`config.mk`:
```
export PLATFORM = sky130hd
export DESIGN_NAME = mesh_adapter_match_pe
export DESIGN_NICKNAME = d
export VERILOG_FILES = /design/src/rtl/mesh_adapter_match_pe.sv
export SDC_FILE = /design/constraint.sdc
export NUM_CORES = 1
export LEC_CHECK = 0
export ABC_CLOCK_PERIOD_IN_PS = 2000
export CAP_MARGIN = 20
export CORE_MARGIN = 2
export CORE_UTILIZATION = 36
export CTS_BUF_LIST = sky130_fd_sc_hd__clkbuf_4 sky130_fd_sc_hd__clkbuf_8 sky130_fd_sc_hd__clkbuf_16
export DETAILED_ROUTE_END_ITERATION = 12
export GPL_ROUTABILITY_DRIVEN = 0
export PLACE_DENSITY = 0.89
export SLEW_MARGIN = 20
export SYNTH_ARGS = -nofsm -noshare
export SYNTH_HDL_FRONTEND = slang
export SYNTH_SLANG_ARGS = --single-unit
```
`constraint.sdc`:
```
create_clock -name clk -period 2 [get_ports clk]
set_input_delay 0.4 -clock clk [delete_from_list [all_inputs] [get_ports clk]]
set_output_delay 0.4 -clock clk [all_outputs]
set_load 0.05 [all_outputs]
```
`src/rtl/mesh_adapter_match_pe.sv`:
```
// Responder-side mesh adapter for one shared match_pe.
// Requests from the mesh are registered and issued to match_pe; their
// source coordinates wait in a FIFO. Each in-order match_pe response is
// matched with the FIFO head and sent back to its job PE.
`ifndef ADDR_WIDTH
`define ADDR_WIDTH 16
`endif
`ifndef LAZY_LEN_LOG2
`define LAZY_LEN_LOG2 4
`endif
`ifndef MATCH_LEN_WIDTH
`define MATCH_LEN_WIDTH 8
`endif
`ifndef MESH_X_SIZE_LOG2
`define MESH_X_SIZE_LOG2 2
`endif
`ifndef MESH_Y_SIZE_LOG2
`define MESH_Y_SIZE_LOG2 2
`endif
`ifndef MESH_W
`define MESH_W 64
`endif

module mesh_adapter_match_pe #(
  parameter int MAX_OUTSTANDING = 4,
  parameter int TAG_BITS        = `LAZY_LEN_LOG2
) (
  input  logic                         clk,
  input  logic                         rst_n,
  input  logic                         from_mesh_valid,
  output logic                         from_mesh_ready,
  input  logic [`MESH_W-1:0]           from_mesh_payload,
  output logic                         match_req_valid,
  input  logic                         match_req_ready,
  output logic [TAG_BITS-1:0]          match_req_tag,
  output logic [`ADDR_WIDTH-1:0]       match_req_head_addr,
  output logic [`ADDR_WIDTH-1:0]       match_req_history_addr,
  input  logic                         match_resp_valid,
  output logic                         match_resp_ready,
  input  logic [TAG_BITS-1:0]          match_resp_tag,
  input  logic [`MATCH_LEN_WIDTH-1:0]  match_resp_match_len,
  output logic                         to_mesh_valid,
  input  logic                         to_mesh_ready,
  output logic [`MESH_X_SIZE_LOG2-1:0] to_mesh_x_dst,
  output logic [`MESH_Y_SIZE_LOG2-1:0] to_mesh_y_dst,
  output logic [`MESH_W-1:0]           to_mesh_payload
);
  localparam int AW = `ADDR_WIDTH;
  localparam int XW = `MESH_X_SIZE_LOG2;
  localparam int YW = `MESH_Y_SIZE_LOG2;
  localparam int MW = `MESH_W;
  localparam int PW = $clog2(MAX_OUTSTANDING);
  localparam int CW = PW + 1;
  localparam int HEAD_LSB = AW;
  localparam int TAG_LSB  = 2 * AW;
  localparam int Y_LSB    = TAG_LSB + TAG_BITS;
  localparam int X_LSB    = Y_LSB + YW;
  localparam int REQ_BITS = X_LSB + XW;

  logic                r_req_valid;
  logic [TAG_BITS-1:0] r_req_tag;
  logic [AW-1:0]       r_req_head;
  logic [AW-1:0]       r_req_hist;
  logic [CW-1:0]       r_inflight;
  logic [XW-1:0]       r_src_x [MAX_OUTSTANDING];
  logic [YW-1:0]       r_src_y [MAX_OUTSTANDING];
  logic [PW-1:0]       r_wr_ptr;
  logic [PW-1:0]       r_rd_ptr;
  logic [CW-1:0]       r_count;
  logic                r_resp_valid;
  logic [MW-1:0]       r_resp_pay;
  logic [XW-1:0]       r_x_dst;
  logic [YW-1:0]       r_y_dst;

  logic w_in_fire, w_req_fire, w_resp_fire, w_out_fire, w_fifo_nempty;
  logic w_unused_pay;

  assign w_fifo_nempty = (r_count != '0);
  assign w_unused_pay  = ^from_mesh_payload[MW-1:REQ_BITS];

  assign from_mesh_ready  = (r_inflight < CW'(MAX_OUTSTANDING)) &&
                            (!r_req_valid || match_req_ready);
  assign match_resp_ready = (!r_resp_valid || to_mesh_ready) && w_fifo_nempty;

  assign w_in_fire   = from_mesh_valid && from_mesh_ready;
  assign w_req_fire  = r_req_valid && match_req_ready;
  assign w_resp_fire = match_resp_valid && match_resp_ready;
  assign w_out_fire  = r_resp_valid && to_mesh_ready;

  assign match_req_valid        = r_req_valid;
  assign match_req_tag          = r_req_tag;
  assign match_req_head_addr    = r_req_head;
  assign match_req_history_addr = r_req_hist;
  assign to_mesh_valid          = r_resp_valid;
  assign to_mesh_x_dst          = r_x_dst;
  assign to_mesh_y_dst          = r_y_dst;
  assign to_mesh_payload        = r_resp_pay;

  // Ingress stage: capture request fields, hold until match_pe takes them
  always_ff @(posedge clk or negedge rst_n) begin
    if (!rst_n) begin
      r_req_valid <= 1'b0;
      r_req_tag   <= '0;
      r_req_head  <= '0;
      r_req_hist  <= '0;
    end else if (w_in_fire) begin
      r_req_valid <= 1'b1;
      r_req_tag   <= from_mesh_payload[TAG_LSB +: TAG_BITS];
      r_req_head  <= from_mesh_payload[HEAD_LSB +: AW];
      r_req_hist  <= from_mesh_payload[0 +: AW];
    end else if (w_req_fire) begin
      r_req_valid <= 1'b0;
    end
  end

  // Requests accepted but whose response has not yet left on the mesh
  always_ff @(posedge clk or negedge rst_n) begin
    if (!rst_n) r_inflight <= '0;
    else begin
      case ({w_in_fire, w_out_fire})
        2'b10:   r_inflight <= r_inflight + CW'(1);
        2'b01:   r_inflight <= r_inflight - CW'(1);
        default: r_inflight <= r_inflight;
      endcase
    end
  end

  // Source FIFO: pushed on accept, popped when the matching response loads
  always_ff @(posedge clk or negedge rst_n) begin
    if (!rst_n) begin
      for (int i = 0; i < MAX_OUTSTANDING; i++) begin
        r_src_x[i] <= '0;
        r_src_y[i] <= '0;
      end
      r_wr_ptr <= '0;
      r_rd_ptr <= '0;
      r_count  <= '0;
    end else begin
      if (w_in_fire) begin
        r_src_x[r_wr_ptr] <= from_mesh_payload[X_LSB +: XW];
        r_src_y[r_wr_ptr] <= from_mesh_payload[Y_LSB +: YW];
        r_wr_ptr          <= r_wr_ptr + PW'(1);
      end
      if (w_resp_fire) r_rd_ptr <= r_rd_ptr + PW'(1);
      case ({w_in_fire, w_resp_fire})
        2'b10:   r_count <= r_count + CW'(1);
        2'b01:   r_count <= r_count - CW'(1);
        default: r_count <= r_count;
      endcase
    end
  end

  // Egress stage: pair the response with its recorded source, hold for the mesh
  always_ff @(posedge clk or negedge rst_n) begin
    if (!rst_n) begin
      r_resp_valid <= 1'b0;
      r_resp_pay   <= '0;
      r_x_dst      <= '0;
      r_y_dst      <= '0;
    end else if (w_resp_fire) begin
      r_resp_valid <= 1'b1;
      r_resp_pay   <= MW'({match_resp_tag, match_resp_match_len});
      r_x_dst      <= r_src_x[r_rd_ptr];
      r_y_dst      <= r_src_y[r_rd_ptr];
    end else if (w_out_fire) begin
      r_resp_valid <= 1'b0;
    end
  end

`ifndef SYNTHESIS
  // match_pe must never answer when no request is waiting for a response
  a_resp_has_src: assert property (@(posedge clk) disable iff (!rst_n)
                                   match_resp_valid |-> w_fifo_nempty)
    else $error("mesh_adapter_match_pe: match_resp_valid with empty source FIFO");
`endif

endmodule

```
After elaboration in Yosys (flattened, before gate mapping)
Cells that the tools add are included.
{ "classes": {"addsub": 6, "magnitude_cmp": 4, "n_eq_ne": 4, "n_mux": 16, "n_bitwise": 2, "n_reduce_logical": 16} }
{ "ops": {"columns": ["op", "count"], "rows": [
  ["$bwmux W8", 2],
  ["$pmux W3 S2", 2],
  ["$mux W2", 5],
  ["$bmux W2 S2", 2],
  ["$reduce_bool A2 Y1", 4],
  ["$logic_and A1 B1 Y1", 7],
  ["$add A3 B1 Y3 const B", 2],
  ["$ge A3 B3 Y1 const B", 2],
  ["$not A2 Y3", 2],
  ["$sub A3 B1 Y3 const B", 2],
  ["$add A2 B1 Y2 const B", 2],
  ["$demux W2 S2", 1],
  ["$eq A2 B1 Y1 const B", 2],
  ["$eq A2 B2 Y1 const B", 2],
  ["$mux W1", 4],
  ["$lt A3 B1 Y1 const B", 1],
  ["$lt A3 B3 Y1 const B", 1],
  ["$reduce_bool A3 Y1", 1],
  ["$logic_not A1 Y1", 2],
  ["$logic_or A1 B1 Y1", 2]
]} }
{ "totals": {"register_bits": 80, "in_bits": 82, "out_inout_bits": 108} }

Logic depth before layout (Yosys ltp)
Gate-level depths: netlist of run 1.
{ "logic_depth": {"word_depth": 6, "ltp_mapped": 10, "ltp_nobuf": 9} }

Worst setup path after synthesis of run 1
Ideal clock, no wire load.
{ "synth_timing": {"kind": "register to register", "startpoint": "register r_req_valid (netlist: match_req_valid)", "endpoint": "register r_count[2]", "setup_time_ns": 0.079, "t_arrival_ns": 2.210, "t_required_ns": 1.921, "slack_ns": -0.289, "stages_incl_launch_ff": 11, "n_path_buf": 1, "synth_period_minus_slack_ns": 2.289, "path_cell_list": "dfrtp_1 > nand2b_4 > and3_1 > buf_2 > inv_1 > ha_1 > inv_1 > fa_1 > xor2_1 > nor2_1 > xor2_1"} }
{ "synth_via": {"elab_chain_len": 6} }
{ "synth_rtl": {"columns": ["item", "line", "text"], "rows": [
  ["start: declaration", "60", "logic r_req_valid;"],
  ["start signal: assignment", "102", "r_req_valid <= 1'b0;"],
  ["start signal: assignment", "107", "r_req_valid <= 1'b1;"],
  ["start signal: assignment", "112", "r_req_valid <= 1'b0;"],
  ["$logic_not A1 Y1 (*)", "82", "(!r_req_valid || match_req_ready);"],
  ["$logic_or A1 B1 Y1 (*)", "82", null],
  ["$logic_and A1 B1 Y1 (*)", "81", "assign from_mesh_ready = (r_inflight < CW'(MAX_OUTSTANDING)) &&"],
  ["$logic_and A1 B1 Y1 (*)", "85", "assign w_in_fire = from_mesh_valid && from_mesh_ready;"],
  ["$eq A2 B1 Y1 or $eq A2 B2 Y1 (tied branches)", "145", "case ({w_in_fire, w_resp_fire})"],
  ["$pmux W3 S2 or $reduce_bool A2 Y1 (tied branches)", null, null],
  ["end signal: assignment", "146", "2'b10: r_count <= r_count + CW'(1);"],
  ["end signal: assignment", "147", "2'b01: r_count <= r_count - CW'(1);"],
  ["end signal: assignment", "148", "default: r_count <= r_count;"],
  ["end: declaration", "69", "logic [CW-1:0] r_count;"]
]} }
Every way passes the cells marked *; elsewhere a longest branch is shown, timed or not.
A chain may end at the register's enable or synchronous reset.

Worst setup path after layout of run 1
{ "layout_timing": {"startpoint": "register r_y_dst[0] (netlist: to_mesh_y_dst[0])", "endpoint": "output to_mesh_y_dst[0]"} }
{ "layout_rtl": {"columns": ["item", "line", "text"], "rows": [
  ["start: declaration", "73", "logic [YW-1:0] r_y_dst;"],
  ["start signal: assignment", "164", "r_y_dst <= r_src_y[r_rd_ptr];"],
  ["end: declaration", "45", "output logic [`MESH_Y_SIZE_LOG2-1:0] to_mesh_y_dst,"]
]} }
No word-level cell between the ends.

==> flow_metrics.py, run 1 <==
metrics = {
    "status": {
        "outcome": "finished, final reports clean",
    },
    "cells_and_area": {
        "mostFrequentLayoutCells": "clkdlybuf4s50_1 (109), dfrtp_1 (78), mux2_2 (60)",
        "num-nets-final": 482,
        "area_growth_pct": 39.1,
        "diodes": 0,
        "drive_gt1_frac": 0.295,
        "final_cells": 533,
        "fin_util": 0.508,
        "layout_commonest_cell": "clkdlybuf4s50_1",
        "fin_area_um2": 5180,
    },
    "sta": {
        "skew_ns": 0.00743,
        "setup_viol": 0,
        "rsz0062_at_grt": "no",
        "fin_ws_ns": 0.0730,
        "fmaxAchievable_ghz": 0.519,
        "hold_viol_final": 0,
        "worstMarginPinSlew_ns": 0.532,
        "maxSlewHeadroom": 0.644,
        "post-route-period-util": 0.963,
        "finalMaxSlewViolations": 0,
        "fin_crit_ns": 1.93,
    },
    "clock_network": {
        "cts.clk_slew.worst_paths_ns": 0.08,
        "clk_path_buf_depth": 2,
        "htreeDepth": 3,
        "clk_latency_ns": 0.35,
        "clockRootBuffer": "clkbuf_8",
        "cts_tree": "done",
        "cts_num_sinks": 80,
        "cts_buffers": 9,
    },
    "placement": {
        "dp_hpwl_um": 5570,
        "io_buffers": 113,
        "place_inst": 515,
        "place_area_um2": 4950,
        "pre_cts_ws_ns": -0.260,
    },
    "synthesis": {
        "synth_area_per_cell_um2": 14.2,
        "yosysWarnings": 0,
        "synthDominantCellAreaShare": 0.538,
        "synth-seq-cells": 80,
        "yosys.area.top_type": "dfrtp_1",
        "seq_area_frac_synth": 0.538,
        "synthTopCellsByArea": "dfrtp_1 (54%), mux2_2 (18%), buf_4 (11%)",
        "synth_ff_type": "dfrtp_1",
        "synthArstFlopShare": 1.00,
        "synth-edff-count": 0,
        "synth.distinct_cells": 27,
        "synth_area_um2": 3720,
        "syn_inst": 262,
    },
    "global_routing": {
        "grt_max_degree": 40,
        "grt_pass1_vias": 2339,
        "grt_pass1_wl_um": 12100,
        "antenna_found_initial": 0,
        "gr-total-overflow": 0,
        "grt_use_total": 0.140,
    },
    "power": {
        "p_total_mw": 9.57,
        "vdd_drop_max_mv": 1.08,
        "leakagePower_nw": 2.29,
        "power_density_nw_per_um2": 1850,
    },
    "setup_path": {
        "worstSetupStartpointType": "register",
        "worst-path-buf-inv": 1,
        "required_ns": 1.60,
        "path_class": "reg -> out",
        "end_kind": "output port",
        "crit_family": "buffers and inverters",
        "path_cells": "clkdlybuf4s50_1",
        "slowest_stage": "clkdlybuf4s50_1",
        "cp_max_fo": 2,
        "critical_path_arrival_ns": 1.53,
        "critical-path-max-stage-delay_ns": 0.81,
    },
    "drt": {
        "num_vias": 2283,
        "detail_route.wl_per_cell_um": 14.1,
        "initialDrtViolationCount": 64,
        "avgViaCountPerCell": 4.28,
        "antenna_left": 0,
        "drc": 0,
        "wl_um": 7520,
        "dr.pass1.iters": 4,
    },
    "floorplan": {
        "start_util": 0.365,
        "ios": 190,
        "rows": 37,
        "die_w_um": 106,
        "fp.dieH_um": 106,
        "dieArea_um2": 11200,
        "core-area_um2": 10200,
    },
    "flow_run": {
        "drv_cap": 0,
    },
    "min_path": {
        "min_path_type": "in -> async",
    },
}
==> sequential cells by signal, indices dropped and copies added, names as in the netlist <==
| signal | count |
|---|---|
| match_req_valid | 1 |
| match_req_head_addr | 16 |
| r_inflight | 3 |
| r_src_x | 8 |
| to_mesh_x_dst | 2 |
| to_mesh_payload | 12 |
| to_mesh_y_dst | 2 |
| r_src_y | 8 |
| r_count | 3 |
| r_rd_ptr | 2 |
| to_mesh_valid | 1 |
| r_wr_ptr | 2 |
| match_req_history_addr | 16 |
| match_req_tag | 4 |
==> final cells by class <==
class                      instances  area, µm²
timing repair buffer             126       1270
clock buffer                      13        166
sequential                        80       2000
multi-input combinational        164       1480
tap                              136        170
clock inverter                     3       40.0
inverter                          11       48.8
fill                             868       5010
==> kinds of logic after synthesis <==
family / after synthesis / synth area share
multiplexers: 75 / 0.247
flip-flops: 80 / 0.538
AND/OR/NAND/NOR: 20 / 0.0326
other: 1 / 0.00101
adder cells (fa/ha/maj): 8 / 0.0309
XOR/XNOR: 9 / 0.0212
buffers and inverters: 69 / 0.129
==> power by group <==
group	total (mW)	leakage, nW	switching, mW	internal, mW
combinational	5.43	1.23	3.19	2.23
sequential	2.90	0.944	0.474	2.43
clock	1.24	0.110	0.569	0.670
total	9.57	2.29	4.23	5.34
==> layer usage <==
layer,track usage,up-vias,wire [µm]
met5,0,-,0
met4,0.0667,0,129
met3,0.0476,11,550
met2,0.226,97,3800
met1,0.168,1140,3050
li1,-,1035,-
==> synthesized netlist by cell type, types with 2 or more instances <==
library cell and n:
and2_1 2, buf_2 3, buf_4 53, dfrtp_1 80, fa_1 2, ha_1 6, inv_1 10, mux2_2 60
mux2_4 9, mux2i_1 2, mux4_2 4, nand2_1 3, nand4_1 4, nor2_1 3, nor3_1 2, xnor2_1 5
xor2_1 4
==> metrics by stage <==
step                hold slack, ns  setup TNS, ns
floorplan                    0.104        -0.0318
global placement             0.275          -2.81
detailed placement           0.275          -3.48
CTS                          0.427              0
global route                 0.452              0
finish                       0.447              0
==> what timing repair did <==
item | in CTS | in global routing
endpoints found under the hold margin | 14 | 0
hold buffers | 1 | 0
gates resized for setup | 0 | 0
buffers inserted | 0 | 1
setup endpoints to repair | 0 | 1
==> path summary, 6_finish.rpt <==
kind	startpoint	end	slack (ns)	cells past startpoint
hold / removal	rst_n	r_count[0]$_DFFE_PN0P_	0.45	2
hold reg to reg	r_inflight[0]$_DFFE_PN0P_	r_inflight[0]$_DFFE_PN0P_	0.49	1
setup / recovery	to_mesh_y_dst[0]$_DFFE_PN0P_	to_mesh_y_dst[0]	0.07	1
max in group asynchronous	rst_n	match_req_history_addr[3]$_DFFE_PN0P_	0.93	3
min in group clk	r_inflight[0]$_DFFE_PN0P_	r_inflight[0]$_DFFE_PN0P_	0.49	1
setup reg to reg	r_count[2]$_DFFE_PN0P_	r_count[2]$_DFFE_PN0P_	0.10	9
(Power assumes the default switching activity.)
==> inputs of run 2 (changes only) <==
- CORE_MARGIN: 2 -> default
==> flow_metrics.py, run 2 (synthesized netlist as in run 1, its figures left out) <==
metrics = {
    "floorplan": {
        "rows": 36,
        "core-area_um2": 9910,
        "start_util": 0.376,
        "dieArea_um2": 10800,
        "die_w_um": 104,
        "ios": 190,
        "fp.dieH_um": 104,
    },
    "flow_run": {
        "drv_cap": 0,
    },
    "sta": {
        "worstMarginPinSlew_ns": 0.510,
        "fin_ws_ns": 0.0732,
        "finalMaxSlewViolations": 0,
        "post-route-period-util": 0.963,
        "fin_crit_ns": 1.93,
        "holdWs_ns": 0.0235,
        "maxSlewHeadroom": 0.659,
        "skew_ns": 0.0117,
        "rsz0062_at_grt": "no",
        "fin_setup_tns_ns": 0,
        "setup_viol": 0,
        "hold_viol_final": 0,
        "fmaxAchievable_ghz": 0.519,
    },
    "global_routing": {
        "grt_pass1_vias": 2407,
        "antenna_found_initial": 0,
        "grt_use_total": 0.134,
        "grt_max_degree": 39,
        "grt_pass1_wl_um": 11500,
        "gr-total-overflow": 0,
    },
    "clock_network": {
        "clk_path_buf_depth": 2,
        "clk_latency_ns": 0.34,
        "cts.clk_slew.worst_paths_ns": 0.08,
        "ctsHoldBuffers": 0,
        "post_cts_buffers": 0,
        "cts_buffers": 9,
        "cts_num_sinks": 80,
        "htreeDepth": 3,
        "clockRootBuffer": "clkbuf_8",
        "cts_tree": "done",
    },
    "setup_path": {
        "end_kind": "output port",
        "path_class": "reg -> out",
        "worst-path-buf-inv": 1,
        "cp_max_fo": 4,
        "path_cells": "clkdlybuf4s50_1",
        "crit_family": "buffers and inverters",
        "critical-path-max-stage-delay_ns": 0.80,
        "worstSetupStartpointType": "register",
        "required_ns": 1.60,
        "slowest_stage": "clkdlybuf4s50_1",
        "critical_path_arrival_ns": 1.53,
    },
    "power": {
        "power_density_nw_per_um2": 1850,
        "vdd_drop_max_mv": 0.978,
        "leakagePower_nw": 2.27,
    },
    "drt": {
        "num_vias": 2243,
        "detail_route.wl_per_cell_um": 13.1,
        "antenna_left": 0,
        "avgViaCountPerCell": 4.26,
        "wl_um": 6900,
        "initialDrtViolationCount": 58,
        "dr.pass1.iters": 4,
        "drc": 0,
    },
    "placement": {
        "dp_hpwl_um": 5180,
        "io_buffers": 113,
        "pre_cts_ws_ns": -0.247,
        "place_area_um2": 4920,
    },
    "cells_and_area": {
        "area_growth_pct": 38.4,
        "fin_util": 0.520,
        "drive_gt1_frac": 0.295,
        "mostFrequentLayoutCells": "clkdlybuf4s50_1 (108), dfrtp_1 (78), mux2_2 (60)",
        "diodes": 0,
        "num-nets-final": 478,
        "fin_area_um2": 5150,
        "layout_commonest_cell": "clkdlybuf4s50_1",
    },
    "status": {
        "outcome": "finished, final reports clean",
    },
    "min_path": {
        "min_path_type": "in -> async",
    },
}
-- run 2: timing repair --
| item | in CTS | in global routing |
|---|---|---|
| gates resized for setup | 0 | 1 |
| setup endpoints to repair | 0 | 2 |
| hold endpoints to repair | 0 | 0 |
-- run 2: path summary, 6_finish.rpt --
| path | depth (start not counted) | startpoint | slack (ns) | endpoint |
|---|---|---|---|---|
| worst min register to register | 1 | r_inflight[0]$_DFFE_PN0P_ | 0.49 | r_inflight[0]$_DFFE_PN0P_ |
| worst min-delay path | 1 | rst_n | 0.02 | match_req_head_addr[11]$_DFFE_PN0P_ |
| min in group clk | 1 | r_inflight[0]$_DFFE_PN0P_ | 0.49 | r_inflight[0]$_DFFE_PN0P_ |
| worst max-delay path | 1 | to_mesh_valid$_DFFE_PN0P_ | 0.07 | to_mesh_valid |
| max in group asynchronous | 2 | rst_n | 1.34 | r_src_x[3]$_DFFE_PN0P_ |
| worst max register to register | 9 | r_count[0]$_DFFE_PN0P_ | 0.12 | r_count[2]$_DFFE_PN0P_ |
-- run 2: through the flow --
step / power (mW) / instances
2_1_floorplan: 6.70 / 313
3_3_place_gp: 8.15 / 510
3_5_place_dp: 8.32 / 510
4_1_cts: 9.67 / 526
5_1_grt: 10.1 / 526
6_report: 9.55 / 526
-- run 2: report_power, final --
group          total, mW  switching (mW)  internal [mW]
Clock               1.30           0.552          0.749
Combinational       5.35            3.14           2.20
Sequential          2.90           0.467           2.43
Total               9.55            4.16           5.38
-- run 2: cell type report --
type | count | area (µm²)
Sequential cell | 80 | 2000
Clock buffer | 11 | 145
Timing Repair Buffer | 122 | 1220
Fill cell | 856 | 4760
Tap cell | 133 | 166
Clock inverter | 5 | 80.1
Inverter | 11 | 48.8
Multi-Input combinational cell | 164 | 1480
-- run 2: per-layer routing --
layer / part of all wire / routed length [µm] / track usage / vias up
li1: - / - / - / 1031
met1: 0.40 / 2780 / 0.149 / 1126
met2: 0.53 / 3680 / 0.239 / 81
met3: 0.059 / 409 / 0.0478 / 5
met4: 0.0041 / 28 / 0.0378 / 0
met5: 0 / 0 / 0 / -
